<file path="src/rtl/counter_rev_pkg.sv">
// Shared definitions for the reversible modulo counter: direction encodings
// and the terminal-count predicate used by the RTL and its bench.
package counter_rev_pkg;

  localparam logic DIR_UP   = 1'b1;
  localparam logic DIR_DOWN = 1'b0;

  // Terminal count: top of range when counting up, zero when counting down.
  function automatic logic tc_hit(input logic [31:0] cnt,
                                  input logic        dir,
                                  input logic [32:0] modulus);
    logic [32:0] last_v;
    last_v = modulus - 33'd1;
    if (dir == DIR_UP) begin
      return ({1'b0, cnt} == last_v);
    end else begin
      return (cnt == 32'd0);
    end
  endfunction

endpackage

</file>
<file path="src/rtl/counter_rev_tc.sv">
// Combinational terminal-count detector for counter_rev_mod.
module counter_rev_tc
  import counter_rev_pkg::*;
#(
  parameter int              WIDTH   = 4,
  parameter longint unsigned MODULUS = 16
) (
  input  logic [WIDTH-1:0] cnt,
  input  logic             dir,
  output logic             tc
);

  assign tc = tc_hit(32'(cnt), dir, 33'(MODULUS));

endmodule

</file>
<file path="src/rtl/counter_rev_mod.sv">
// Reversible modulo-N counter with synchronous load, enable and ripple carry.
// Build option: define COUNTER_REV_MOD_SAT_EN to saturate instead of wrapping.
module counter_rev_mod
  import counter_rev_pkg::*;
#(
  parameter int              WIDTH   = 4,
  parameter longint unsigned MODULUS = 16
) (
  input  logic             clk,
  input  logic             rst,
  input  logic             en,
  input  logic             S,
  input  logic             load,
  input  logic [WIDTH-1:0] d,
  output logic [WIDTH-1:0] cnt,
  output logic             Rc,
  output logic             wrap
);

  localparam logic [WIDTH-1:0] MAX_C  = WIDTH'(MODULUS - 64'd1);
  localparam logic [WIDTH-1:0] ONE_C  = WIDTH'(1'b1);
  localparam logic [WIDTH-1:0] ZERO_C = '0;

  generate
    if (WIDTH < 1 || WIDTH > 32) begin : g_bad_width
      $error("counter_rev_mod: WIDTH must be 1..32");
    end
    if (MODULUS < 64'd2 || MODULUS > (64'd1 << WIDTH)) begin : g_bad_modulus
      $error("counter_rev_mod: MODULUS must satisfy 2 <= MODULUS <= 2**WIDTH");
    end
  endgenerate

  logic [WIDTH-1:0] cnt_r;
  logic [WIDTH-1:0] cnt_nxt_s;
  logic             wrap_r;
  logic             wrap_nxt_s;
  logic             tc_s;

  counter_rev_tc #(
    .WIDTH   (WIDTH),
    .MODULUS (MODULUS)
  ) u_tc (
    .cnt (cnt_r),
    .dir (S),
    .tc  (tc_s)
  );

  // Next-state mux: load beats enable beats hold.
  always_comb begin
    cnt_nxt_s  = cnt_r;
    wrap_nxt_s = 1'b0;
    if (load) begin
      if (64'(d) >= MODULUS) begin
        cnt_nxt_s = MAX_C;
      end else begin
        cnt_nxt_s = d;
      end
    end else if (en) begin
      wrap_nxt_s = tc_s;
      if (tc_s) begin
`ifdef COUNTER_REV_MOD_SAT_EN
        cnt_nxt_s = cnt_r;
`else
        cnt_nxt_s = (S == DIR_UP) ? ZERO_C : MAX_C;
`endif
      end else if (S == DIR_UP) begin
        cnt_nxt_s = cnt_r + ONE_C;
      end else begin
        cnt_nxt_s = cnt_r - ONE_C;
      end
    end else begin
      cnt_nxt_s = cnt_r;
    end
  end

  // Count and wrap-pulse registers.
  always_ff @(posedge clk or negedge rst) begin
    if (!rst) begin
      cnt_r  <= ZERO_C;
      wrap_r <= 1'b0;
    end else begin
      cnt_r  <= cnt_nxt_s;
      wrap_r <= wrap_nxt_s;
    end
  end

  assign cnt  = cnt_r;
  assign wrap = wrap_r;
  assign Rc   = en & tc_s;

endmodule
</file>
<file path="config.mk">
export PLATFORM = sky130hd
export DESIGN_NAME = counter_rev_mod
export DESIGN_NICKNAME = d
export VERILOG_FILES = /design/src/rtl/counter_rev_pkg.sv /design/src/rtl/counter_rev_tc.sv /design/src/rtl/counter_rev_mod.sv
export SDC_FILE = /design/constraint.sdc
export NUM_CORES = 1
export LEC_CHECK = 0
export ABC_AREA = 0
export BUFFER_PORTS_ARGS = -buffer_cell sky130_fd_sc_hd__buf_2
export CAP_MARGIN = 20
export CORE_AREA = 3 3 40 42
export CTS_CLUSTER_SIZE = 10
export DETAILED_ROUTE_END_ITERATION = 10
export DIE_AREA = 0 0 43 45
export PLACE_DENSITY = 0.49
export SYNTH_ARGS = -nofsm -noshare
export SYNTH_HDL_FRONTEND = slang
export SYNTH_SLANG_ARGS = --single-unit
</file>
<file path="constraint.sdc">
create_clock -name clk -period 1.75 [get_ports clk]
set_clock_uncertainty 0.1 [all_clocks]
set_input_delay 0.175 -clock clk [delete_from_list [all_inputs] [get_ports clk]]
set_output_delay 0.175 -clock clk [all_outputs]
set_load 0.03 [all_outputs]
</file>
== Yosys cells after proc, flatten, opt, wreduce, memory -nomap -nowiden ==
Cells that the tools add are included.
Widths: inputs -> output; s select.
Word-level totals
  register bits after elaboration: 5
  input port bits: 9
  output and inout port bits: 6
  logic and storage cells: 16
Cells by class
  add/sub/neg operators: 2
  equal/unequal tests: 1
  multiplexer cells: 8
  bitwise operators: 1
  reductions and logical operators: 2
Operator list (count)
  $mux 4: 5
  $add 4x1->4 const B: 1
  $eq 4x4->1 const B: 1
  $logic_not 4->1: 1
  $sub 4x1->4 const B: 1
  $mux 1: 3
  $reduce_bool 2->1: 1
  $and 1x1->1: 1

== Longest topological paths before layout ==
Gate-level depths: netlist of run 1.
  word-level depth: 5
  mapped depth: 6

== Cells and area by module ==
From an unflattened synthesis of run 1, not the netlist that was laid out.
Unflattened totals
  cell total of the unflattened synthesis: 45
  area, all modules: 405.4 um^2
Modules (own cells, without submodules)
  counter_rev_mod: times used 1, cells each 42, area each 381.6 um^2, sequential area each 125.1 um^2
  counter_rev_tc: times used 1, cells each 3, area each 23.8 um^2, sequential area each 0.0 um^2

== Worst setup path before layout of run 1 ==
No wires, ideal clock.
  kind: reg2reg
  from: register cnt_r[0], in the netlist cnt[0]
  to: register wrap_r, in the netlist wrap
  arrival time: 1745 ps
  required time: 1584 ps
  slack: -161 ps
  stages on the path, launching flop included: 5
  buffers on the path: 0
  clock period less this slack: 1911 ps
  cells stage by stage: dfrtp_1 or2_1 or4_1 a21boi_2 and2b_1
On the way
  cells in the longest elaborated chain, start to end: 4
RTL lines
  start, declared: RTL line counter_rev_mod.sv:33  | logic [WIDTH-1:0] cnt_r;
  start signal, assigned: RTL line counter_rev_mod.sv:82  | cnt_r <= cnt_nxt_s;
  $eq 4x4->1 / $logic_not 4->1 (equally long branches): RTL line counter_rev_pkg.sv:15, counter_rev_pkg.sv:17
  $mux 1 *: RTL line counter_rev_pkg.sv:14  | if (dir == DIR_UP) begin
  $mux 1 *: RTL line counter_rev_mod.sv:58  | end else if (en) begin
  $mux 1 *: RTL line counter_rev_mod.sv:52  | if (load) begin
  net wrap_nxt_s: RTL line counter_rev_mod.sv:36  | logic wrap_nxt_s;
  end signal, assigned: RTL line counter_rev_mod.sv:83  | wrap_r <= wrap_nxt_s;
  end, declared: RTL line counter_rev_mod.sv:35  | logic wrap_r;
Mark *: on every way through the listed nets, which the timed path passes. The rest lies on a longest branch.
A chain may end at the register's enable or synchronous reset.

== Worst setup path in the final report of run 1 ==
  from: register cnt_r[0], in the netlist cnt[0]
  to: output port Rc
On the way
  cells in the longest elaborated chain, start to end: 3
RTL lines
  $eq 4x4->1 / $logic_not 4->1 (equally long branches): RTL line counter_rev_pkg.sv:15, counter_rev_pkg.sv:17
  $mux 1 *: RTL line counter_rev_pkg.sv:14
  $and 1x1->1 *: RTL line counter_rev_mod.sv:89  | assign Rc = en & tc_s;
  end, declared: RTL line counter_rev_mod.sv:16  | output logic Rc,
Mark *: on every way between the ends. The rest lies on a longest branch, timed or not.

==> results of run 1 <==
==> what timing repair did <==
item	CTS	global route
endpoints found under the hold margin	5	0
setup endpoints to repair	1	2
pin swaps	1	0
hold buffers	1	0
gates resized for setup	2	2
==> flip-flops by register name, indices dropped and copies added (netlist names) <==
| signal | cells |
|---|---|
| cnt | 4 |
| wrap | 1 |
==> layout make-up <==
class | count | area, µm²
Tap cell | 15 | 18.8
Sequential cell | 5 | 126
Fill cell | 136 | 752
Multi-Input combinational cell | 31 | 241
Timing Repair Buffer | 19 | 116
Inverter | 1 | 3.75
Clock buffer | 4 | 26.3
==> per-layer routing <==
metal  GRT usage  vias up
met5           0        -
met4      0.0181        0
met3      0.0797        0
met2       0.195       14
met1       0.112      174
li1            -      181
==> worst max-delay path, cell delays in order, from the launching register on <==
cell and delay, ps:
dfrtp_2 390, or2_4 230, or4_4 430, a21boi_4 160, buf_6 150
==> how the worst max path moves through the flow <==
stage          slack (ps)  startpoint  depth (start not counted)    to
6_report             -130      cnt[0]                          4    Rc
3_5_place_dp           60      cnt[0]                          4    Rc
3_3_place_gp           90      cnt[0]                          4    Rc
2_1_floorplan         -20      cnt[0]                          4  wrap
4_1_cts              -140      cnt[0]                          4    Rc
5_1_grt              -190      cnt[0]                          4    Rc
==> metrics by stage <==
step,utilization,cell area (µm²),TNS (ps)
after detailed placement,0.377,484,0
after CTS,0.410,527,-142
after global routing,0.415,533,-188
after floorplan,-,369,-19.8
after global placement,0.377,484,0
final,0.415,533,-126
==> power groups by stage <==
stage	combinational, mW	sequential, mW	clock, mW
floorplan	0.0720	0.177	0
global placement	0.170	0.144	0
detailed placement	0.170	0.144	0
CTS	0.174	0.142	0.144
global route	0.196	0.144	0.153
finish	0.178	0.142	0.136
==> cell families after synthesis <==
kind of cell,after synthesis
AO/OA/AOI/OAI,11
XOR/XNOR,3
adder cells (fa/ha/maj),3
buffers and inverters,2
flip-flops,5
AND/OR/NAND/NOR,14
==> layout by cell type (no fill, tap or decap) <==
| master | instances |
|---|---|
| buf_2 | 13 |
| nand2_1 | 4 |
| dfrtp_1 | 4 |
| buf_4 | 4 |
| nand3_1 | 3 |
| nor2_1 | 3 |
| o31ai_1 | 3 |
| clkbuf_4 | 3 |
| a21oi_1 | 2 |
| xor2_1 | 2 |
| ha_1 | 2 |
| inv_1 | 1 |
| or2_4 | 1 |
| or4_4 | 1 |
| and3_1 | 1 |
| a21boi_4 | 1 |
| and2b_1 | 1 |
| o41ai_2 | 1 |
| xnor2_1 | 1 |
| o21ai_0 | 1 |
| a21oi_2 | 1 |
| a21o_1 | 1 |
| a31oi_1 | 1 |
| fa_1 | 1 |
| clkbuf_1 | 1 |
| dfrtp_2 | 1 |
| dlygate4sd3_1 | 1 |
| buf_6 | 1 |
==> impl_results.md, run 1 <==
* Total Power at between 0.4 and 0.5 mW
* Layout area overhead at 49.5%
* R2R Path End: cnt[2]
* Final wirelength at ~900 µm
* Crit path launch type: register
* Element type at the critical path end: output port
* Wl on met1 at 372 µm
* WHS Path Cells at 3
* Worst-Skew Late Latency at between 200 and 250 ps
* IO Port Bufs at 14
* Num ports at 15
* Initial DRT Pass Iterations at 2
* Share of cells above drive strength 1 at 0.450
* Postcts setup bufs at 0
* Post-synth top cells: 5 x dfrtp_1, 4 x nand2_1
* First-pass GRT wire length at 1550 µm
* Vias at between 300 and 400
* Lkg Pwr at between 0.2 and 0.3 nW
* Max frequency at 533 MHz
* ANT cells at 0
* R2R Setup Slk at about 150 ps
* Dpl ws at about 57 ps
* Antenna Nets Post-Route at 0
* Relative slew slack at 0.763
* Die area at 1940 µm²
* H-tree levels at 1
* Mux cell area share after synthesis at 0
* Finished Layout Cells at between 70 and 80
* CTS max path bufs at 2
* Die width at 43 µm
* Met2 WL post-DR at about 450 µm
* Drt via density at just under 5
* Net switching power at ~0.16 mW
* Combinational family with the most area after synthesis: compound AO/OA/AOI/OAI gates
* Vias in the first global route at approximately 390
* Failing checks: setup timing
* Post-Synth XOR/XNOR Area at 0.0737
* Final worst setup slack at -126 ps
* Final Slew Violations at 0
* Post-synth EDFFs at 0
* Dominant cell type by area after synthesis: dfrtp_1
* Hold WC Path Type: input pin to register
* Syn. warnings at 0
* WP data required at roughly 1500 ps
* Die height at 45 µm
* Clk pwr share at 0.299
* PwrDens at between 800 and 900 nW/µm²
* Hold Path End: cnt[3]
* Yosys cell types at 21
* Post-Synthesis Cell Area at 357 µm²
* Largest cells by area after synthesis: dfrtp_1 35%, ha_1 7.0%, o31ai_1 6.3%, fa_1 5.6%, xor2_1 4.9%
* RSZ-0062 raised after global routing: true
* VDD IR max at about 0.00035 V
* Grt ovf at 0
* Synth top area share at 0.351
* Async S/R FF share, synth at 1.00
* Total GRT Usage at 0.112
* Post-synthesis simple-gate area fraction at 0.193
* Clock Root Buffer: clkbuf_4
* Critical hold path startpoint: d[3]
* Fin crit period at between 1500 and 2000 ps
* Total of max-cap violations at 0
* Mapped Nets at 50
* Largest net degree at the start of global routing at 10
* TritonCTS buffer count at 3
* Critical path arrival at between 1500 and 2000 ps
* Post-synthesis compound-gate area fraction at 0.235
* Count leader, synth: dfrtp_1
* Setup-failing EPs final at 1
* Drt drc at 0
* Worst Path Class, Setup: register to output port
* Logic pwr share at 0.390
* Row count at 13
* Reg power frac at 0.311
* WL per Instance at 12.0 µm
* R2R depth at 5
* Clock slew at reported path FFs at 50 ps
* Register area share after synthesis at 0.351
* Worst Tran Pin Value at 352 ps
* Yosys reg bits at 5
* Fin. Hold Viols at 0
* Int Power at between 0.2 and 0.3 mW
* GPL Wtd Cong at ~0.71
* Syn avg cell area at ~9.4 µm²
* Initial antenna violation count at 0
* Adder-cell share of the synthesized area at 0.126
* Sw frac at 0.358
* Tcrit/Tclk final at 1.07
* DR top layer: met3
* Hold Slack at 37.0 ps
* Wire length on met3 at between 80 and 90 µm
* Core area at 1280 µm²
* Cell count after synthesis at 38
* DRT iter0 DRCs at 5
* R2R Path Start: cnt[0]
* Initial Util at 0.278
* Final nets at between 70 and 80
* CP Max Fanout at 2
* Outcome: finished with violations
* Dominant synthesized flop cell: dfrtp_1
* CTS tree: built
* Placed Cells at 70
* Clock Sinks at 5
Power figures use the tool's default switching activity.
==> run 2, diff against run 1 <==
Settings changed: REMOVE_ABC_BUFFERS set to 1.
==> run 2 against run 1 <==
Against the previous run: the run still ends with setup timing left; global-route usage shrank 1.1 points; sequential share of layout area grew 0.10 points; critical path depth is the same; wire length shrank 2.3%; fmax grew 0.86%; power shrank 4.3%; critical path type unchanged; largest cell class unchanged.
==> impl_results.md, run 2 (synthesis gave the netlist of run 1 again) <==
* R2R Path Start: cnt[0]
* Worst Path Class, Setup: register to output port
* Hpwl dp at roughly 700 µm
* Most frequent cells in the layout: 13 x buf_2, 5 x dfrtp_1, 5 x buf_4
* Flip-flop count of the largest register after layout at 4 (unchanged)
* Die width at 43 µm (unchanged)
* R2R Path End: wrap
* Fin crit period at 1860 ps (-16.0 ps)
* ANT cells at 0 (unchanged)
* Final wirelength at 880 µm (-2.3%)
* Int Power at 0.286 mW (-2.5%)
* Sw frac at 0.345 (-0.0123)
* H-tree levels at 1 (unchanged)
* Total GRT Usage at 0.101 (-0.0109)
* Initial DRT Pass Iterations at 4 (+2)
* Worst-Skew Late Latency at 240 ps (about the same)
* CP Max Fanout at 2 (unchanged)
* Outcome: finished with violations
* Multi-input logic area at 228 µm² (-5.7%)
* Dpl ws at 94.9 ps (+37.6 ps)
* Clock slew at reported path FFs at 40 ps (about the same)
* Total of max-cap violations at 0 (unchanged)
* Failing checks: setup timing
* CTS tree: built
* Commonest non-fill, non-tap cell in the layout: buf_2
* Tcrit/Tclk final at 1.06 (-0.00915)
* Worst Tran Pin Value at 370 ps (+17.9 ps)
* Initial antenna violation count at 0 (unchanged)
* Antenna Nets Post-Route at 0 (unchanged)
* GPL Wtd Cong at 0.714 (about the same)
* Setup-failing EPs final at 1 (unchanged)
* Layout area overhead at 47.4%
* Die height at 45 µm (unchanged)
* Net switching power at 0.151 mW (-7.6%)
* Largest net degree at the start of global routing at 10 (unchanged)
* Fillcell total at 137 (+0.74%)
* Element type at the critical path end: output port
* Crit. Startpoint: cnt[0]
* Share of cells above drive strength 1 at 0.410 (-0.0402)
* PwrDens at 831 nW/µm² (-2.9%)
* VDD IR max at 0.000279 V (-20%)
* Final worst setup slack at -110 ps (+16.0 ps)
* Critical hold path startpoint: d[1]
* WP data required at 1470 ps (about the same)
* First-pass GRT wire length at 1460 µm (-6.3%)
* Clock Root Buffer: clkbuf_4
* Lkg Pwr at 0.265 nW (+0.29%)
* Grt ovf at 0 (unchanged)
* Crit path launch type: register
* Hold Slack at 47.3 ps (+10.3 ps)
* IO Port Bufs at 14 (unchanged)
* Drt drc at 0 (unchanged)
* Hold WC Path Type: input pin to register
* Total Power at 0.437 mW (-4.3%)
* Critical path arrival at 1590 ps (about the same)
* Relative slew slack at 0.751 (-0.0120)
* Logic pwr share at 0.378 (-0.012)
* Reg power frac at 0.327 (+0.016)
* Register Area at 125 µm² (-0.99%)
* DRT iter0 DRCs at 5 (unchanged)
* Row count at 13 (unchanged)
* Drt via density at 4.80 (-2.4%)
* TritonCTS buffer count at 3 (unchanged)
* Initial Util at 0.278 (unchanged)
* Final nets at 74 (+1.4%)
* RSZ-0062 raised after global routing: true
* R2R depth at 6 (+1)
* Fin. Hold Viols at 0 (unchanged)
* Clock Sinks at 5 (unchanged)
* Vias in the first global route at 350 (-11%)
* Worst setup path end: Rc
* R2R Setup Slk at 70 ps (-80 ps)
* Core area at 1280 µm² (unchanged)
* Max frequency at 538 MHz (+0.86%)
* CTS max path bufs at 2 (unchanged)
* Die area at 1940 µm² (unchanged)
* Final Slew Violations at 0 (unchanged)
* Clk pwr share at 0.295 (-0.004)
* Num ports at 15 (unchanged)
* Vias at 365 (-1.1%)
* WL per Instance at 11.6 µm (-3.6%)
## run 2: cell types whose count changed in the layout (fill, tap and decap cells not counted)
cell      delta
dfrtp_1      +1
a21boi_2     +1
dfrtp_2      -1
a21boi_4     -1
a21oi_2      -1
or2_4        -1
buf_4        +1
or2_1        +1
a21oi_1      +1
## run 2: power groups by stage
| stage | Sequential [mW] | Combinational [mW] | Clock [mW] |
|---|---|---|---|
| 2_1_floorplan | 0.176 | 0.0670 | 0 |
| 3_3_place_gp | 0.143 | 0.161 | 0 |
| 3_5_place_dp | 0.144 | 0.160 | 0 |
| 4_1_cts | 0.142 | 0.165 | 0.135 |
| 5_1_grt | 0.144 | 0.183 | 0.145 |
| 6_report | 0.143 | 0.165 | 0.129 |
## run 2: area by class of cell
| type | instances | area share |
|---|---|---|
| Inverter | 1 | 0.00714 |
| Tap cell | 15 | 0.0357 |
| Clock buffer | 4 | 0.0500 |
| Sequential cell | 5 | 0.238 |
| Multi-Input combinational cell | 31 | 0.433 |
| Timing Repair Buffer | 20 | 0.236 |
## run 2: how the worst min path moves through the flow
| stage | end | depth (start not counted) |
|---|---|---|
| 2_1_floorplan | cnt[0] | 0 |
| 3_3_place_gp | cnt[1] | 1 |
| 3_5_place_dp | wrap | 1 |
| 4_1_cts | cnt[1] | 3 |
| 5_1_grt | cnt[3] | 3 |
| 6_report | cnt[1] | 3 |
## run 2: critical path, cell delays in order (launching register included)
cell and delay [ps]:
dfrtp_1 370, or2_1 230, or4_4 420, a21boi_2 180, buf_6 150
## run 2: what timing repair did
item	4_1_cts	5_1_grt
hold endpoints to repair	5	0
hold buffers	1	0
buffers inserted	1	1
pin swaps	1	1
endpoints found under the setup margin	1	1
gates resized for setup	2	1
## run 2: per-layer routing
metal	global-route usage	vias to the layer above	wire length, µm
li1	-	186	-
met1	0.122	163	406
met2	0.165	16	402
met3	0.0398	0	72
met4	0.0361	0	0
met5	0	-	0
## run 2: through the flow
step	utilization	setup TNS, ps	instance area, µm²	std cells
2_1_floorplan	-	-260	353	37
3_3_place_gp	0.361	0	464	69
6_report	0.409	-110	526	76
3_5_place_dp	0.361	0	464	69
5_1_grt	0.409	-156	526	76
4_1_cts	0.400	-132	514	75
